==> src/rtl/result_collector_pkg.sv <==
// Shared types, encodings and helpers for the Mandelbrot result collector.
// Engines hand {x, y, itr} words to the collector, which turns them into frame-buffer writes.
package result_collector_pkg;

  typedef enum logic [1:0] {
    ST_IDLE = 2'd0,
    ST_ACK  = 2'd1,
    ST_HOLD = 2'd2
  } state_e;

  localparam logic [1:0] COLOR_MODE_RAW       = 2'd0;
  localparam logic [1:0] COLOR_MODE_SET_BLACK = 2'd1;
  localparam logic [1:0] COLOR_MODE_INVERT    = 2'd2;
  localparam logic [1:0] COLOR_MODE_RAW_ALT   = 2'd3;

  localparam int DEF_NUM_PROC = 12;
  localparam int DEF_X_W      = 10;
  localparam int DEF_Y_W      = 9;
  localparam int DEF_ITR_W    = 8;
  localparam int DEF_H_RES    = 640;
  localparam int DEF_V_RES    = 480;
  localparam int DEF_ADDR_W   = 19;
  localparam int DEF_DATA_W   = 8;
  localparam int DEF_MAX_ITR  = 255;

  function automatic int idx_width(input int n);
    return (n > 1) ? $clog2(n) : 1;
  endfunction

  // Engine index reached by stepping 'offset' places past 'last', wrapping at n.
  function automatic int rr_index(input int last, input int offset, input int n);
    int j;
    j = last + offset;
    return (j >= n) ? (j - n) : j;
  endfunction

endpackage

==> src/rtl/result_collector_rr_arbiter.sv <==
// Round-robin arbiter: combinational one-hot pick of the first requester after the last grant.
// The last-grant pointer advances only when the owner commits the pick with advance_i.
module result_collector_rr_arbiter
  import result_collector_pkg::*;
#(
  parameter int NUM_PROC = DEF_NUM_PROC
) (
  input  logic                clk_i,
  input  logic                reset_i,
  input  logic [NUM_PROC-1:0] req_i,
  input  logic                advance_i,
  output logic [NUM_PROC-1:0] grant_o,
  output logic                valid_o
);

  localparam int IDX_W = idx_width(NUM_PROC);

  logic [IDX_W-1:0] last_q;
  logic [IDX_W-1:0] last_d;
  logic [IDX_W-1:0] pick_s;

  // Scan from the farthest candidate back to the nearest so the nearest requester wins.
  always_comb begin
    pick_s = last_q;
    for (int off = NUM_PROC; off >= 1; off--) begin
      pick_s = req_i[IDX_W'(rr_index(int'(last_q), off, NUM_PROC))]
             ? IDX_W'(rr_index(int'(last_q), off, NUM_PROC))
             : pick_s;
    end
    valid_o = |req_i;
    grant_o = valid_o ? (NUM_PROC'(1) << pick_s) : '0;
    last_d  = (advance_i && valid_o) ? pick_s : last_q;
  end

  // Pointer starts at the top engine so engine 0 is first in line after reset.
  always_ff @(posedge clk_i) begin
    if (reset_i) begin
      last_q <= IDX_W'(NUM_PROC - 1);
    end else begin
      last_q <= last_d;
    end
  end

endmodule

==> src/rtl/result_collector.sv <==
// Collects Mandelbrot engine results through a round-robin handshake and converts each
// {x, y, itr} word into a frame-buffer write, tracking pixels per frame and bad coordinates.
module result_collector
  import result_collector_pkg::*;
#(
  parameter int NUM_PROC = DEF_NUM_PROC,
  parameter int X_W      = DEF_X_W,
  parameter int Y_W      = DEF_Y_W,
  parameter int ITR_W    = DEF_ITR_W,
  parameter int H_RES    = DEF_H_RES,
  parameter int V_RES    = DEF_V_RES,
  parameter int ADDR_W   = DEF_ADDR_W,
  parameter int DATA_W   = DEF_DATA_W,
  parameter int MAX_ITR  = DEF_MAX_ITR
) (
  input  logic                     clk_iCLK,
  input  logic                     reset,
  input  logic [NUM_PROC-1:0]      engine_req,
  output logic [NUM_PROC-1:0]      req_ack,
  input  logic [X_W+Y_W+ITR_W-1:0] in_word,
  input  logic [1:0]               color_mode,
  output logic                     wr_en,
  output logic [ADDR_W-1:0]        wr_addr,
  output logic [DATA_W-1:0]        wr_data,
  output logic [ADDR_W-1:0]        pixel_count,
  output logic                     frame_done,
  output logic                     coord_err
);

  localparam int WORD_W = X_W + Y_W + ITR_W;
  localparam logic [ADDR_W-1:0] LAST_PIX = ADDR_W'(H_RES * V_RES - 1);

  state_e              state_q, state_d;
  logic [NUM_PROC-1:0] req_ack_q, ack_d;
  logic [NUM_PROC-1:0] arb_grant_s;
  logic                arb_valid_s;
  logic                advance_s;

  logic                cap_valid_q, cap_valid_d;
  logic [WORD_W-1:0]   cap_word_q, cap_word_d;
  logic [1:0]          cap_mode_q, cap_mode_d;

  logic [X_W-1:0]      x_s;
  logic [Y_W-1:0]      y_s;
  logic [ITR_W-1:0]    itr_s;
  logic [DATA_W-1:0]   itr_lo_s;
  logic                itr_max_s;
  logic                in_range_s;
  logic [ADDR_W-1:0]   addr_s;
  logic [DATA_W-1:0]   data_s;

  logic                wr_en_q, wr_en_d;
  logic [ADDR_W-1:0]   wr_addr_q, wr_addr_d;
  logic [DATA_W-1:0]   wr_data_q, wr_data_d;
  logic [ADDR_W-1:0]   pixel_count_q, pixel_count_d;
  logic                frame_done_q, frame_done_d;
  logic                coord_err_q, coord_err_d;

  result_collector_rr_arbiter #(
    .NUM_PROC (NUM_PROC)
  ) u_arb (
    .clk_i     (clk_iCLK),
    .reset_i   (reset),
    .req_i     (engine_req),
    .advance_i (advance_s),
    .grant_o   (arb_grant_s),
    .valid_o   (arb_valid_s)
  );

  // Handshake FSM; requests are looked at only in IDLE so an acked engine has HOLD to drop its line.
  always_comb begin
    state_d   = state_q;
    ack_d     = '0;
    advance_s = 1'b0;
    case (state_q)
      ST_IDLE: begin
        if (arb_valid_s) begin
          state_d   = ST_ACK;
          ack_d     = arb_grant_s;
          advance_s = 1'b1;
        end else begin
          state_d   = ST_IDLE;
        end
      end
      ST_ACK:  state_d = ST_HOLD;
      ST_HOLD: state_d = ST_IDLE;
      default: state_d = ST_IDLE;
    endcase
  end

  // Capture the shared bus at the end of the ACK cycle, while the granted engine drives it.
  always_comb begin
    cap_valid_d = (state_q == ST_ACK);
    cap_word_d  = cap_valid_d ? in_word : cap_word_q;
    cap_mode_d  = cap_valid_d ? color_mode : cap_mode_q;
  end

  // S1: address, range check and pixel data mapping from the captured word.
  always_comb begin
    x_s        = cap_word_q[WORD_W-1 -: X_W];
    y_s        = cap_word_q[ITR_W +: Y_W];
    itr_s      = cap_word_q[ITR_W-1:0];
    itr_lo_s   = itr_s[DATA_W-1:0];
    itr_max_s  = (32'(itr_s) == MAX_ITR);
    in_range_s = (32'(x_s) < H_RES) && (32'(y_s) < V_RES);
    addr_s     = ADDR_W'(x_s) + ADDR_W'(y_s) * ADDR_W'(H_RES);
    case (cap_mode_q)
      COLOR_MODE_RAW:       data_s = itr_lo_s;
      COLOR_MODE_SET_BLACK: data_s = itr_max_s ? '0 : itr_lo_s;
      COLOR_MODE_INVERT:    data_s = ~itr_lo_s;
      COLOR_MODE_RAW_ALT:   data_s = itr_lo_s;
      default:              data_s = itr_lo_s;
    endcase
  end

  // S2 next state: write strobe, frame counter with wrap, sticky coordinate error.
  always_comb begin
    wr_en_d       = cap_valid_q && in_range_s;
    wr_addr_d     = wr_addr_q;
    wr_data_d     = wr_data_q;
    pixel_count_d = pixel_count_q;
    frame_done_d  = 1'b0;
    coord_err_d   = coord_err_q | (cap_valid_q & ~in_range_s);
    if (wr_en_d) begin
      wr_addr_d     = addr_s;
      wr_data_d     = data_s;
      frame_done_d  = (pixel_count_q == LAST_PIX);
      pixel_count_d = frame_done_d ? '0 : pixel_count_q + 1'b1;
    end else begin
      frame_done_d  = 1'b0;
    end
  end

  // State and pipeline registers; reset discards any capture or write in flight.
  always_ff @(posedge clk_iCLK) begin
    if (reset) begin
      state_q       <= ST_IDLE;
      req_ack_q     <= '0;
      cap_valid_q   <= 1'b0;
      cap_word_q    <= '0;
      cap_mode_q    <= 2'd0;
      wr_en_q       <= 1'b0;
      wr_addr_q     <= '0;
      wr_data_q     <= '0;
      pixel_count_q <= '0;
      frame_done_q  <= 1'b0;
      coord_err_q   <= 1'b0;
    end else begin
      state_q       <= state_d;
      req_ack_q     <= ack_d;
      cap_valid_q   <= cap_valid_d;
      cap_word_q    <= cap_word_d;
      cap_mode_q    <= cap_mode_d;
      wr_en_q       <= wr_en_d;
      wr_addr_q     <= wr_addr_d;
      wr_data_q     <= wr_data_d;
      pixel_count_q <= pixel_count_d;
      frame_done_q  <= frame_done_d;
      coord_err_q   <= coord_err_d;
    end
  end

  assign req_ack     = req_ack_q;
  assign wr_en       = wr_en_q;
  assign wr_addr     = wr_addr_q;
  assign wr_data     = wr_data_q;
  assign pixel_count = pixel_count_q;
  assign frame_done  = frame_done_q;
  assign coord_err   = coord_err_q;

endmodule

==> config.mk <==
export PLATFORM = sky130hd
export DESIGN_NAME = result_collector
export DESIGN_NICKNAME = d
export VERILOG_FILES = /design/src/rtl/result_collector_pkg.sv /design/src/rtl/result_collector_rr_arbiter.sv /design/src/rtl/result_collector.sv
export SDC_FILE = /design/constraint.sdc
export NUM_CORES = 1
export LEC_CHECK = 0
export BUFFER_PORTS_ARGS = -buffer_cell sky130_fd_sc_hd__buf_2
export CORE_MARGIN = 1
export CORE_UTILIZATION = 35
export CTS_CLUSTER_SIZE = 25
export DETAILED_ROUTE_END_ITERATION = 8
export PLACE_DENSITY = 0.63
export RECOVER_POWER = 50
export REMOVE_ABC_BUFFERS = 1
export SETUP_SLACK_MARGIN = 0.4
export SYNTH_ARGS = -nofsm -noshare
export SYNTH_HDL_FRONTEND = slang
export SYNTH_SLANG_ARGS = --single-unit
export TNS_END_PERCENT = 1
==> constraint.sdc <==
create_clock -name clk_iCLK -period 5.6 [get_ports clk_iCLK]
set_input_delay 1.12 -clock clk_iCLK [delete_from_list [all_inputs] [get_ports clk_iCLK]]
set_output_delay 1.12 -clock clk_iCLK [all_outputs]
set_load 0.005 [all_outputs]
==> metrics.md, run 1 <==
| Metric | Value |
|---|---|
| Status | finished, violations left |
| Violations in the final reports | max-capacitance violations, max-slew violations |
| Kind of path behind the tightest hold check | reg -> reg |
| Drt first pass iters | 5 |
| Pwr Density | 587 mW/mm^2 |
| Worst Hold Slack | approximately 0.45 ns |
| Actual slew at the worst max-slew pin | 2.48 ns |
| Final setup vio count | 0 |
| Data required time of the critical path | a little under 6 ns |
| Switching power | ~2.2 mW |
| Number of primary I/O pins | about 100 |
| Final worst clock skew | 0.00968 ns |
| Cell chain of the critical path | clkinv_1, ha_1, a21oi_1, xnor2_1, inv_2, ha_1, a221o_1, and3_1, a311oi_1, a21oi_1, or3_1, or4_1, and3_1, and4_1 |
| Switch share | around 50% |
| Clock tree from TritonCTS | done |
| Layout cell share with drive strength beyond 1 | between 10% and 20% |
| Yosys warns | 0 |
| Arrival time of data at the critical path endpoint | 5.04 ns |
| DRC viols | 0 |
| Total number of vias | approximately 6.3k |
| Internal Dissipation | 2.25 mW |
| Type of the worst setup path | reg -> reg |
| Worst skew pair latency | 0.34 ns |
| Fraction of registers with async set/reset | 0% |
| Total grt overflow | 0 |
| Placed wire-length estimate | ~13 mm |
| Area share of the leading cell type in the synthesized netlist | ~29% |
| Cell accounting for the most synthesized area | sky130_fd_sc_hd__dfxtp_1 |
| Worst-case headroom to the max-slew limit | -65.3% |
| Count of hold-fix buffers inserted at cts | 0 |
| Largest net degree at the start of global routing | 58 |
| Summed negative setup slack over all endpoints | 0 ns |
| DRT Wirelength | 17.8 mm |
| Top Family by Delay on Critical Path | simple AND/OR/NAND/NOR gates |
| Die height | ~140 um |
| Total clock buffers created by CTS | 9 |
| Combinational cell fraction of total power | about two thirds |
| Total track usage | 18.2% |
| Clock period minus final worst setup slack | between 4 and 5 ns |
| Crit path largest cell delay | about 0.77 ns |
| Count of distinct cell types in the synthesized netlist | approximately 80 |
| Per-instance average area after synthesis | approximately 8 sq um |
| Number of inserted filler cells in the final layout | 1,936 |
| Final weighted congestion in routability-driven placement | 0.913 |
| Multi-input logic area | between 0.004 and 0.005 sq mm |
| Period utilisation layout | about 86% |
| Remaining antenna violation count | 0 |
| Die outline width | roughly 140 um |
| Master cell of the clock root buffer | sky130_fd_sc_hd__clkbuf_16 |
| Part of the power in the clock network | 13.6% |
| Sinks on Clock Net | 97 |
| Maximum Capacitance Violations | 1 |
| Vias in the first global route | about 5.7k |
| Via density per instance | 5.49 |
| Drt wl/cell | 15.5 um |
| Sequential standard cell area | a little under 0.002 sq mm |
| Worst ir drop on vdd | 0.313 mV |
| RSZ-0062 raised after global routing | false |
| Part of the Yosys area used for sequential elements | 29.1% |
| Final number of hold-violating endpoints | 0 |
| Leakage | 3.10 nW |
| Detailed router's first-iteration violation count | roughly 350 |
| Nets | between 900 and 1k |
| Antenna violations before repair | 2 |
| Total of flip-flops plus latches after synthesis | between 90 and 100 |
| CP startpoint kind | register |
| Post-synthesis instance total | between 800 and 900 |
| EDFF count, synth | 0 |
| Total die area | between 0.015 and 0.02 sq mm |
| Reg clk slew, reported paths | approximately 0.060 ns |
| Top fanout value on the critical path | 17 |
| Most area-consuming cells after synthesis | sky130_fd_sc_hd__dfxtp_1 (29%), sky130_fd_sc_hd__ha_1 (7.7%), sky130_fd_sc_hd__nand2_1 (6.2%) |
| Pins over their slew limit | 58 |
| Std-Cell Core Area | roughly 0.019 sq mm |
| First-pass GRT wire length | 29.0 mm |
| Synthesized area | between 0.006 and 0.007 sq mm |
| Area growth from synthesis to layout | 15.0% |
| Peak clock frequency supported by timing | 208 MHz |
| Top flip-flop cell by instance count after synthesis | sky130_fd_sc_hd__dfxtp_1 |
| Reg power frac | between 10% and 20% |
| Critical-path cell with the highest stage delay | sky130_fd_sc_hd__dfxtp_1 |
| Max Root-Sink Buffers | 2 |
| Htree depth | 3 |
| Num rows | 50 |
| Effective utilization at floorplan | about 36% |
| Port Buf Inserts | a little over 100 |
| Kind of end point of the critical path | register |
| CP bufs+invs | 2 |
-- flip-flops by register name, summed over array words and instances, names as in the netlist --
name          cells
cap_word_q       27
pixel_count      19
wr_addr          19
req_ack          12
wr_data           8
u_arb.last_q      4
cap_mode_q        2
state_q           2
cap_valid_q       1
coord_err         1
frame_done        1
wr_en             1
-- per-layer routing --
layer | up-vias | GRT usage (%) | part of all wire [%]
li1 | 3177 | - | -
met1 | 2925 | 24.7 | 48
met2 | 195 | 29.0 | 45
met3 | 24 | 4.17 | 6.2
met4 | 0 | 4.28 | 1.5
met5 | - | 0 | 0
-- cells in the final DEF, fill, tap and decap left out, types with 7 or more instances in the layout --
| cell type | count |
|---|---|
| sky130_fd_sc_hd__nand2_1 | 110 |
| sky130_fd_sc_hd__and2_1 | 7 |
| sky130_fd_sc_hd__nand2b_1 | 11 |
| sky130_fd_sc_hd__o21a_1 | 7 |
| sky130_fd_sc_hd__xor2_1 | 18 |
| sky130_fd_sc_hd__buf_2 | 89 |
| sky130_fd_sc_hd__nor4_1 | 12 |
| sky130_fd_sc_hd__mux4_2 | 9 |
| sky130_fd_sc_hd__xnor2_1 | 23 |
| sky130_fd_sc_hd__nor3_1 | 23 |
| sky130_fd_sc_hd__clkbuf_1 | 17 |
| sky130_fd_sc_hd__o211ai_1 | 8 |
| sky130_fd_sc_hd__clkbuf_16 | 9 |
| sky130_fd_sc_hd__nor2_1 | 78 |
| sky130_fd_sc_hd__mux2i_1 | 9 |
| sky130_fd_sc_hd__or3_1 | 8 |
| sky130_fd_sc_hd__ha_1 | 41 |
| sky130_fd_sc_hd__buf_4 | 11 |
| sky130_fd_sc_hd__a211oi_1 | 23 |
| sky130_fd_sc_hd__a21oi_1 | 72 |
| sky130_fd_sc_hd__nand3_1 | 25 |
| sky130_fd_sc_hd__nand4_1 | 12 |
| sky130_fd_sc_hd__o21ai_0 | 30 |
| sky130_fd_sc_hd__dfxtp_1 | 97 |
| sky130_fd_sc_hd__inv_1 | 28 |
| sky130_fd_sc_hd__nor2b_1 | 10 |
-- power by group through the flow --
stage / Sequential, mW / Clock [mW] / Combinational, mW
floorplan: 0.852 / 0 / 2.24
global placement: 0.817 / 0 / 3.00
detailed placement: 0.819 / 0 / 3.00
CTS: 0.803 / 0.631 / 3.01
global route: 0.810 / 0.661 / 3.38
finish: 0.803 / 0.613 / 3.08
-- logic make-up after synthesis --
family,count (synthesis),share of synthesized area [%]
and+or+nand+nor,334,24.6
AOI/OAI and AO/OA,213,21.5
DFF,97,29.1
buffers and inverters,76,4.79
adders and majority gates,44,8.45
xor gates and xnor gates,41,5.39
muxes,23,6.14
-- synth_stat cells (all sizes together) (12+ instances only) --
library cell	count
a21oi	73
buf	15
nand4	12
xnor2	23
a211oi	23
nand2	110
inv	31
clkbuf	27
o21ai	31
nor4	17
xor2	18
dfxtp	97
ha	41
mux4	13
nor2	78
nand3	25
nor3	25
-- tightest hold or removal path: stages, from the launching register on --
cell and delay [ns]:
sky130_fd_sc_hd__dfxtp_1 0.31, sky130_fd_sc_hd__nand2_1 0.05, sky130_fd_sc_hd__a21oi_1 0.05
-- final cells by class --
type / count / share of cell area, %
Antenna cell: 1 / 0.0327
Clock buffer: 11 / 3.17
Clock inverter: 4 / 0.702
Inverter: 34 / 1.67
Multi-Input combinational cell: 655 / 57.6
Sequential cell: 97 / 25.4
Tap cell: 234 / 3.82
Timing Repair Buffer: 116 / 7.68
-- repair_timing --
item                                    4_1_cts  5_1_grt
endpoints found under the setup margin        0       13
resized for setup                             0        1
buffers inserted                              0        0
-- final timing paths --
kind	to	from	slack [ns]	depth (start not counted)
worst max-delay path	req_ack[11]	u_arb.last_q[2]	0.78	14
worst min-delay path	wr_addr[10]	wr_addr[10]	0.45	2
worst max register to register	req_ack[11]	u_arb.last_q[2]	0.78	14
worst min register to register	wr_addr[10]	wr_addr[10]	0.45	2
-- metrics by stage --
step	setup WS (ns)	total power [mW]	cells	utilization [%]	instance area (sq um)
final	0.783	4.50	1152	40.9	7660
after global routing	0.433	4.86	1152	40.9	7660
after CTS	0.688	4.44	1151	41.0	7680
after detailed placement	0.685	3.82	1136	39.5	7380
after global placement	0.919	3.81	1136	39.5	7380
after floorplan	0.826	3.09	786	-	6470
(Power assumes the default switching activity.)
==> run 2: changes to the inputs <==
- CTS_BUF_LIST: not set -> sky130_fd_sc_hd__clkbuf_4
- CTS_CLUSTER_DIAMETER: not set -> 60
==> run 2 against run 1 <==
  * The run still ends with max-capacitance violations, max-slew violations left
  * First-iteration DRC count down 0.28%
  * Setup slack worse by 0.017 ns
  * Via count down 0.55%
  * Maximum frequency down 0.35%
  * Clock skew up 0.011 ns
  * Register-to-register slack worse by 0.02 ns
==> metrics.md, run 2 (same netlist as run 1, synthesis figures left out) <==
| Metric | Value |
|---|---|
| Nets | 999 (unchanged) |
| Final setup vio count | 0 (unchanged) |
| Actual slew at the worst max-slew pin | 2.47 ns (-0.0136 ns) |
| Most frequent standard cell in the layout excluding fill and tap cells | sky130_fd_sc_hd__nand2_1 |
| Number of inserted filler cells in the final layout | 1,953 (+0.88%) |
| Final weighted congestion in routability-driven placement | 0.913 (unchanged) |
| Worst ir drop on vdd | 0.312 mV (-0.11%) |
| Total number of vias | 6,286 (-0.55%) |
| Pins over their slew limit | 58 (unchanged) |
| Die height | 140 um (unchanged) |
| Startpoint of the most critical register-to-register path | u_arb.last_q[2] |
| Layout cell share with drive strength beyond 1 | 16.8% (+0.65 points) |
| CP startpoint kind | register |
| Sinks on Clock Net | 97 (unchanged) |
| Power Total | 4.26 mW (-5.3%) |
| Num rows | 50 (unchanged) |
| RSZ-0062 raised after global routing | false |
| Worst skew pair latency | 0.45 ns (+0.11 ns) |
| Clock period minus final worst setup slack | 4.83 ns (+0.0167 ns) |
| Via density per instance | 5.46 (-0.55%) |
| DRT Wirelength | 17.9 mm (+0.14%) |
| Combinational cell fraction of total power | 72.4% (+3.9 points) |
| Number of primary I/O pins | 104 (unchanged) |
| Largest net degree at the start of global routing | 58 (unchanged) |
| Worst Hold Slack | 0.457 ns (+0.00666 ns) |
| Antenna violations before repair | 2 (unchanged) |
| Internal Dissipation | 2.03 mW (-9.7%) |
| Top fanout value on the critical path | 17 (unchanged) |
| Flip-flop count of the largest register, all copies and words added | 27 (unchanged) |
| Std-Cell Core Area | 0.0187 sq mm (unchanged) |
| Switch share | 52.2% (+2.3 points) |
| Area growth from synthesis to layout | 12.5% |
| Remaining antenna violation count | 0 (unchanged) |
| Sequential standard cell area | 0.00194 sq mm (unchanged) |
| Part of the power in the clock network | 8.7% (-4.9 points) |
| Switching power | 2.22 mW (-0.95%) |
| Clock tree from TritonCTS | done |
| Reg2Reg Capture Point | req_ack[11] |
| Summed negative setup slack over all endpoints | 0 ns (unchanged) |
| Status | finished, violations left |
| Die outline width | 140 um (unchanged) |
| Multi-input logic area | 0.00441 sq mm (unchanged) |
| Type of the worst setup path | reg -> reg |
| Post-Place Worst Slack | 0.685 ns (unchanged) |
| First-pass GRT wire length | 29.0 mm (about the same) |
| Port Buf Inserts | 103 (unchanged) |
| Master cell of the clock root buffer | sky130_fd_sc_hd__clkbuf_4 |
| Total track usage | 18.1% (-0.059 points) |
| Length in cells of the worst reg-to-reg path | 14 (unchanged) |
| Kind of path behind the tightest hold check | reg -> reg |
| Placed wire-length estimate | 13.1 mm (unchanged) |
| Htree depth | 3 (unchanged) |
| Effective utilization at floorplan | 35.6% (unchanged) |
| Commonest cells after routing, fill and taps aside | sky130_fd_sc_hd__nand2_1 (110), sky130_fd_sc_hd__dfxtp_1 (97), sky130_fd_sc_hd__buf_2 (97) |
| Drt first pass iters | 5 (unchanged) |
| Total clock buffers created by CTS | 9 (unchanged) |
| Period utilisation layout | 86.3% (+0.30 points) |
| Total die area | 0.0196 sq mm (unchanged) |
| Max Root-Sink Buffers | 2 (unchanged) |
| Largest register by flop count | cap_word_q |
| Reg power frac | 18.9% (+1.0 points) |
| Total grt overflow | 0 (unchanged) |
| Data required time of the critical path | 5.99 ns (+0.16 ns) |
| Setup slack, reg-to-reg | 0.77 ns (-0.02 ns) |
| Setup WS post-layout | 0.767 ns (-0.0167 ns) |
| Final number of hold-violating endpoints | 0 (unchanged) |
| Peak clock frequency supported by timing | 207 MHz (-0.35%) |
| Final worst clock skew | 0.0202 ns (+0.0105 ns) |
| Reg clk slew, reported paths | 0.15 ns (+0.09 ns) |
| Arrival time of data at the critical path endpoint | 5.23 ns (+0.19 ns) |
| Hold Path Origin | wr_addr[10] |
| DRC viols | 0 (unchanged) |
| Detailed router's first-iteration violation count | 351 (-0.28%) |
| Drt wl/cell | 15.5 um (+0.14%) |
| Kind of end point of the critical path | register |
| Count of hold-fix buffers inserted at cts | 0 (unchanged) |
| Worst-case headroom to the max-slew limit | -64.4% (+0.91 points) |
| Pwr Density | 568 mW/mm^2 (-3.3%) |
| Leakage | 3.06 nW (-1.4%) |
| Vias in the first global route | 5,678 (+0.37%) |
| Maximum Capacitance Violations | 1 (unchanged) |
| Violations in the final reports | max-capacitance violations, max-slew violations |
| Min-Delay Endpoint | wr_addr[10] |
| Number of cells on the worst hold path | 2 (unchanged) |
-- run 2: changes by cell type in the layout (fill, tap and decap cells not counted) --
cell                        previous run  this run
sky130_fd_sc_hd__clkinv_1              3         4
sky130_fd_sc_hd__clkbuf_16             9         0
sky130_fd_sc_hd__buf_4                11         9
sky130_fd_sc_hd__clkbuf_1             17        10
sky130_fd_sc_hd__clkbuf_4              0        10
sky130_fd_sc_hd__buf_2                89        97
sky130_fd_sc_hd__clkbuf_8              1         0
-- run 2: area by class of cell --
type	count	area share [%]
antenna	1	0.0334
clock buffer	10	1.00
clock inverter	5	0.768
inverter	34	1.70
multi-input combinational	655	58.8
sequential	97	25.9
tap	234	3.90
timing repair buffer	116	7.88
-- run 2: critical path: stages (launching register included) --
cell and delay, ns:
sky130_fd_sc_hd__dfxtp_1 0.81, sky130_fd_sc_hd__clkinv_1 0.58, sky130_fd_sc_hd__ha_1 0.37, sky130_fd_sc_hd__a21oi_1 0.18, sky130_fd_sc_hd__xnor2_1 0.23, sky130_fd_sc_hd__inv_2 0.10, sky130_fd_sc_hd__ha_1 0.22, sky130_fd_sc_hd__a221oi_1 0.53
sky130_fd_sc_hd__o211ai_1 0.17, sky130_fd_sc_hd__a21boi_0 0.42, sky130_fd_sc_hd__nor2_1 0.10, sky130_fd_sc_hd__o21ai_0 0.18, sky130_fd_sc_hd__a211oi_1 0.11, sky130_fd_sc_hd__nor3_4 0.51, sky130_fd_sc_hd__and4_1 0.27
-- run 2: through the flow --
step / instance area (sq um) / util (%) / cells
floorplan: 6470 / - / 786
global placement: 7380 / 39.5 / 1136
detailed placement: 7380 / 39.5 / 1136
CTS: 7510 / 40.2 / 1151
global route: 7500 / 40.1 / 1152
finish: 7500 / 40.1 / 1152
-- run 2: power groups by stage --
stage	logic [mW]	clock network (mW)	registers (mW)
after floorplan	2.24	0	0.852
after global placement	3.00	0	0.817
after detailed placement	3.00	0	0.819
after CTS	3.01	0.385	0.803
after global routing	3.38	0.410	0.811
final	3.08	0.371	0.803
-- run 2: metal layers --
layer	share of wire (%)	global-route usage, %	vias up
li1	-	-	3177
met2	45	29.1	162
met3	5.5	4.07	17
met1	48	24.5	2930
met4	1.2	4.45	0
met5	0	0	-
-- run 2: how the worst max path moves through the flow --
stage                     from  slack (ns)  cells after the start          end
2_1_floorplan  u_arb.last_q[0]        0.83                     14  req_ack[10]
3_3_place_gp   u_arb.last_q[2]        0.92                     14   req_ack[9]
3_5_place_dp   u_arb.last_q[2]        0.68                     14  req_ack[11]
4_1_cts        u_arb.last_q[2]        0.68                     14  req_ack[11]
5_1_grt        u_arb.last_q[2]        0.42                     15   req_ack[9]
6_report       u_arb.last_q[2]        0.77                     14  req_ack[11]
-- run 2: what timing repair did --
item,in CTS,in global routing
setup buffers,0,0
endpoints found under the setup margin,0,13
gates resized for setup,0,1
==> run 3: changes to the inputs <==
- CORE_MARGIN: 1 -> 10
==> run 3 against run 2 <==
  * The run still ends with max-capacitance violations, max-slew violations left
  * Hold slack gained 0.0068 ns
  * Core utilization grew 0.060 points
  * Sequential power grew 0.5%
  * Sequential share of layout area is essentially flat
  * Clock power grew 4%
  * Setup slack gained 0.11 ns
  * Cell count grew 0.43%
  * Count of clock-buffer cells in the layout shrank 1
  * Die area grew 27%
  * Routed wire length grew 7.1%
==> metrics.md, run 3 (same netlist as run 1, synthesis figures left out) <==
| Metric | Value |
|---|---|
| Commonest cells after routing, fill and taps aside | sky130_fd_sc_hd__nand2_1 (110), sky130_fd_sc_hd__dfxtp_1 (97), sky130_fd_sc_hd__buf_2 (85) |
| Most frequent standard cell in the layout excluding fill and tap cells | sky130_fd_sc_hd__nand2_1 |
| Final number of hold-violating endpoints | 0 (unchanged) |
| Data required time of the critical path | 6.00 ns (about the same) |
| Detailed router's first-iteration violation count | 349 (-0.57%) |
| Fin area | 0.00751 sq mm (+0.15%) |
| Met1 capacity usage during global routing | 19.7% (-4.8 points) |
| Area growth from synthesis to layout | 12.7% |
| Number of primary I/O pins | 104 (unchanged) |
| Clock period minus final worst setup slack | 4.73 ns (-0.107 ns) |
| Top fanout value on the critical path | 16 (-1) |
| Arrival time of data at the critical path endpoint | 5.13 ns (-0.10 ns) |
| Largest net degree at the start of global routing | 57 (-1.7%) |
| Type of the worst setup path | reg -> reg |
| RSZ-0062 raised after global routing | false |
| Drt wl/cell | 16.5 um (+6.7%) |
| Maximum Capacitance Violations | 1 (unchanged) |
| Final non-filler cell total | 1,157 (+0.43%) |
| Largest register by flop count | cap_word_q |
| Leakage | 3.02 nW (-1.1%) |
| Max Root-Sink Buffers | 2 (unchanged) |
| Final setup vio count | 0 (unchanged) |
| Std-Cell Core Area | 0.0187 sq mm (unchanged) |
| Die height | 158 um (+13%) |
| Period utilisation layout | 84.4% (-1.9 points) |
| Cell area after placement | 0.00740 sq mm (+0.31%) |
| Layout cell share with drive strength beyond 1 | 15.7% (-1.1 points) |
| Total grt overflow | 0 (unchanged) |
| Worst ir drop on vdd | 0.333 mV (+6.5%) |
| Final worst clock skew | 0.0257 ns (+0.00547 ns) |
| Worst skew pair latency | 0.45 ns (about the same) |
| Total number of vias | 6,325 (+0.62%) |
| Master cell of the clock root buffer | sky130_fd_sc_hd__clkbuf_4 |
| Most used routing layer | met2 |
| Count of hold-fix buffers inserted at cts | 0 (unchanged) |
| Status | finished, violations left |
| Violations in the final reports | max-capacitance violations, max-slew violations |
| Met3 Track Usage GR | 3.64% (-0.43 points) |
| First-pass GRT wire length | 30.2 mm (+4.2%) |
| Remaining antenna violation count | 0 (unchanged) |
| Total of cells resized after clock tree synthesis | 0 (unchanged) |
| Actual slew at the worst max-slew pin | 2.45 ns (-0.0183 ns) |
| Clock tree from TritonCTS | done |
| Final weighted congestion in routability-driven placement | 0.923 (+1.2%) |
| Nets | 1,002 (+0.30%) |
| Placed cell count | 1,139 (+0.26%) |
| Placed wire-length estimate | 14.4 mm (+9.9%) |
| Pins over their slew limit | 57 (-1.7%) |
| Total die area | 0.0250 sq mm (+27%) |
| DRT Wirelength | 19.1 mm (+7.1%) |
| Port Buf Inserts | 103 (unchanged) |
| Effective utilization at floorplan | 35.6% (unchanged) |
| DRC viols | 0 (unchanged) |
| Post-CTS setup-driven buffer insertion count | 0 (unchanged) |
| Kind of end point of the critical path | register |
| Pwr Density | 569 mW/mm^2 (+0.26%) |
| Worst-case headroom to the max-slew limit | -63.2% (+1.2 points) |
| Total track usage | 14.7% (-3.4 points) |
| Worst Hold Slack | 0.463 ns (+0.00679 ns) |
| Via density per instance | 5.47 (+0.19%) |
| Flip-flop count of the largest register, all copies and words added | 27 (unchanged) |
| Total clock buffers created by CTS | 9 (unchanged) |
| Reg clk slew, reported paths | 0.16 ns (about the same) |
| Sinks on Clock Net | 97 (unchanged) |
| CP startpoint kind | register |
| Peak clock frequency supported by timing | 212 MHz (+2.3%) |
| Die outline width | 158 um (+13%) |
| Antenna violations before repair | 4 (+2) |
| Drt first pass iters | 5 (unchanged) |
| Vias in the first global route | 5,909 (+4.1%) |
| Htree depth | 3 (unchanged) |
| Global-route track usage on met2 | 23.4% (-5.7 points) |
| Num rows | 50 (unchanged) |
| Share of the core filled with cells | 40.1% (+0.060 points) |
| Summed negative setup slack over all endpoints | 0 ns (unchanged) |
| Kind of path behind the tightest hold check | reg -> reg |
==> run 3: changes by cell type in the layout (fill, tap and decap cells not counted), moves of 3 or more <==
cell	before	now
sky130_fd_sc_hd__buf_2	97	85
sky130_fd_sc_hd__buf_4	9	12
sky130_fd_sc_hd__inv_6	0	3
sky130_fd_sc_hd__clkbuf_1	10	22
==> run 3: metal layers <==
layer,wire length (um),part of all wire [%],vias up
met5,13,0.068,-
met4,174,0.91,2
met3,1290,6.7,21
met2,8770,46,165
met1,8890,46,2941
li1,-,-,3196
==> run 3: final timing paths <==
check,end,depth (start not counted),slack (ns),start
worst max-delay path,req_ack[9],15,0.87,u_arb.last_q[1]
worst min register to register,wr_addr[10],2,0.46,wr_addr[10]
worst min-delay path,wr_addr[10],2,0.46,wr_addr[10]
worst max register to register,req_ack[9],15,0.87,u_arb.last_q[1]
==> run 3: power breakdown <==
part           switching, mW  internal (mW)
clock network          0.248          0.140
registers             0.0524          0.755
logic                   1.94           1.14
==> run 3: final cells by class <==
cell class / count / area, sq um
clock inverters: 7 / 75.1
fillers: 1948 / 11200
diodes: 2 / 5.00
multi-input cells: 655 / 4400
clock buffers: 9 / 67.6
flip-flops and latches: 97 / 1940
inverters: 34 / 128
repair buffers: 119 / 598
well taps: 234 / 293
==> run 3: critical path: stages (launching register included) <==
cell	delay, ns
sky130_fd_sc_hd__dfxtp_1	0.72
sky130_fd_sc_hd__inv_1	0.30
sky130_fd_sc_hd__ha_1	0.34
sky130_fd_sc_hd__xor2_1	0.15
sky130_fd_sc_hd__buf_4	0.21
sky130_fd_sc_hd__inv_2	0.15
sky130_fd_sc_hd__ha_1	0.23
sky130_fd_sc_hd__and2_1	0.16
sky130_fd_sc_hd__or2_2	0.33
sky130_fd_sc_hd__or3_1	0.35
sky130_fd_sc_hd__a32oi_1	0.53
sky130_fd_sc_hd__and2_1	0.24
sky130_fd_sc_hd__a21oi_1	0.07
sky130_fd_sc_hd__o22a_1	0.23
sky130_fd_sc_hd__a31oi_2	0.41
sky130_fd_sc_hd__and4_1	0.25
==> run 3: through the flow <==
stage | worst slack [ns] | power (mW)
global route | 0.477 | 4.62
finish | 0.874 | 4.28
floorplan | 0.826 | 3.09
CTS | 0.888 | 4.26
detailed placement | 0.946 | 3.84
global placement | 1.12 | 3.80
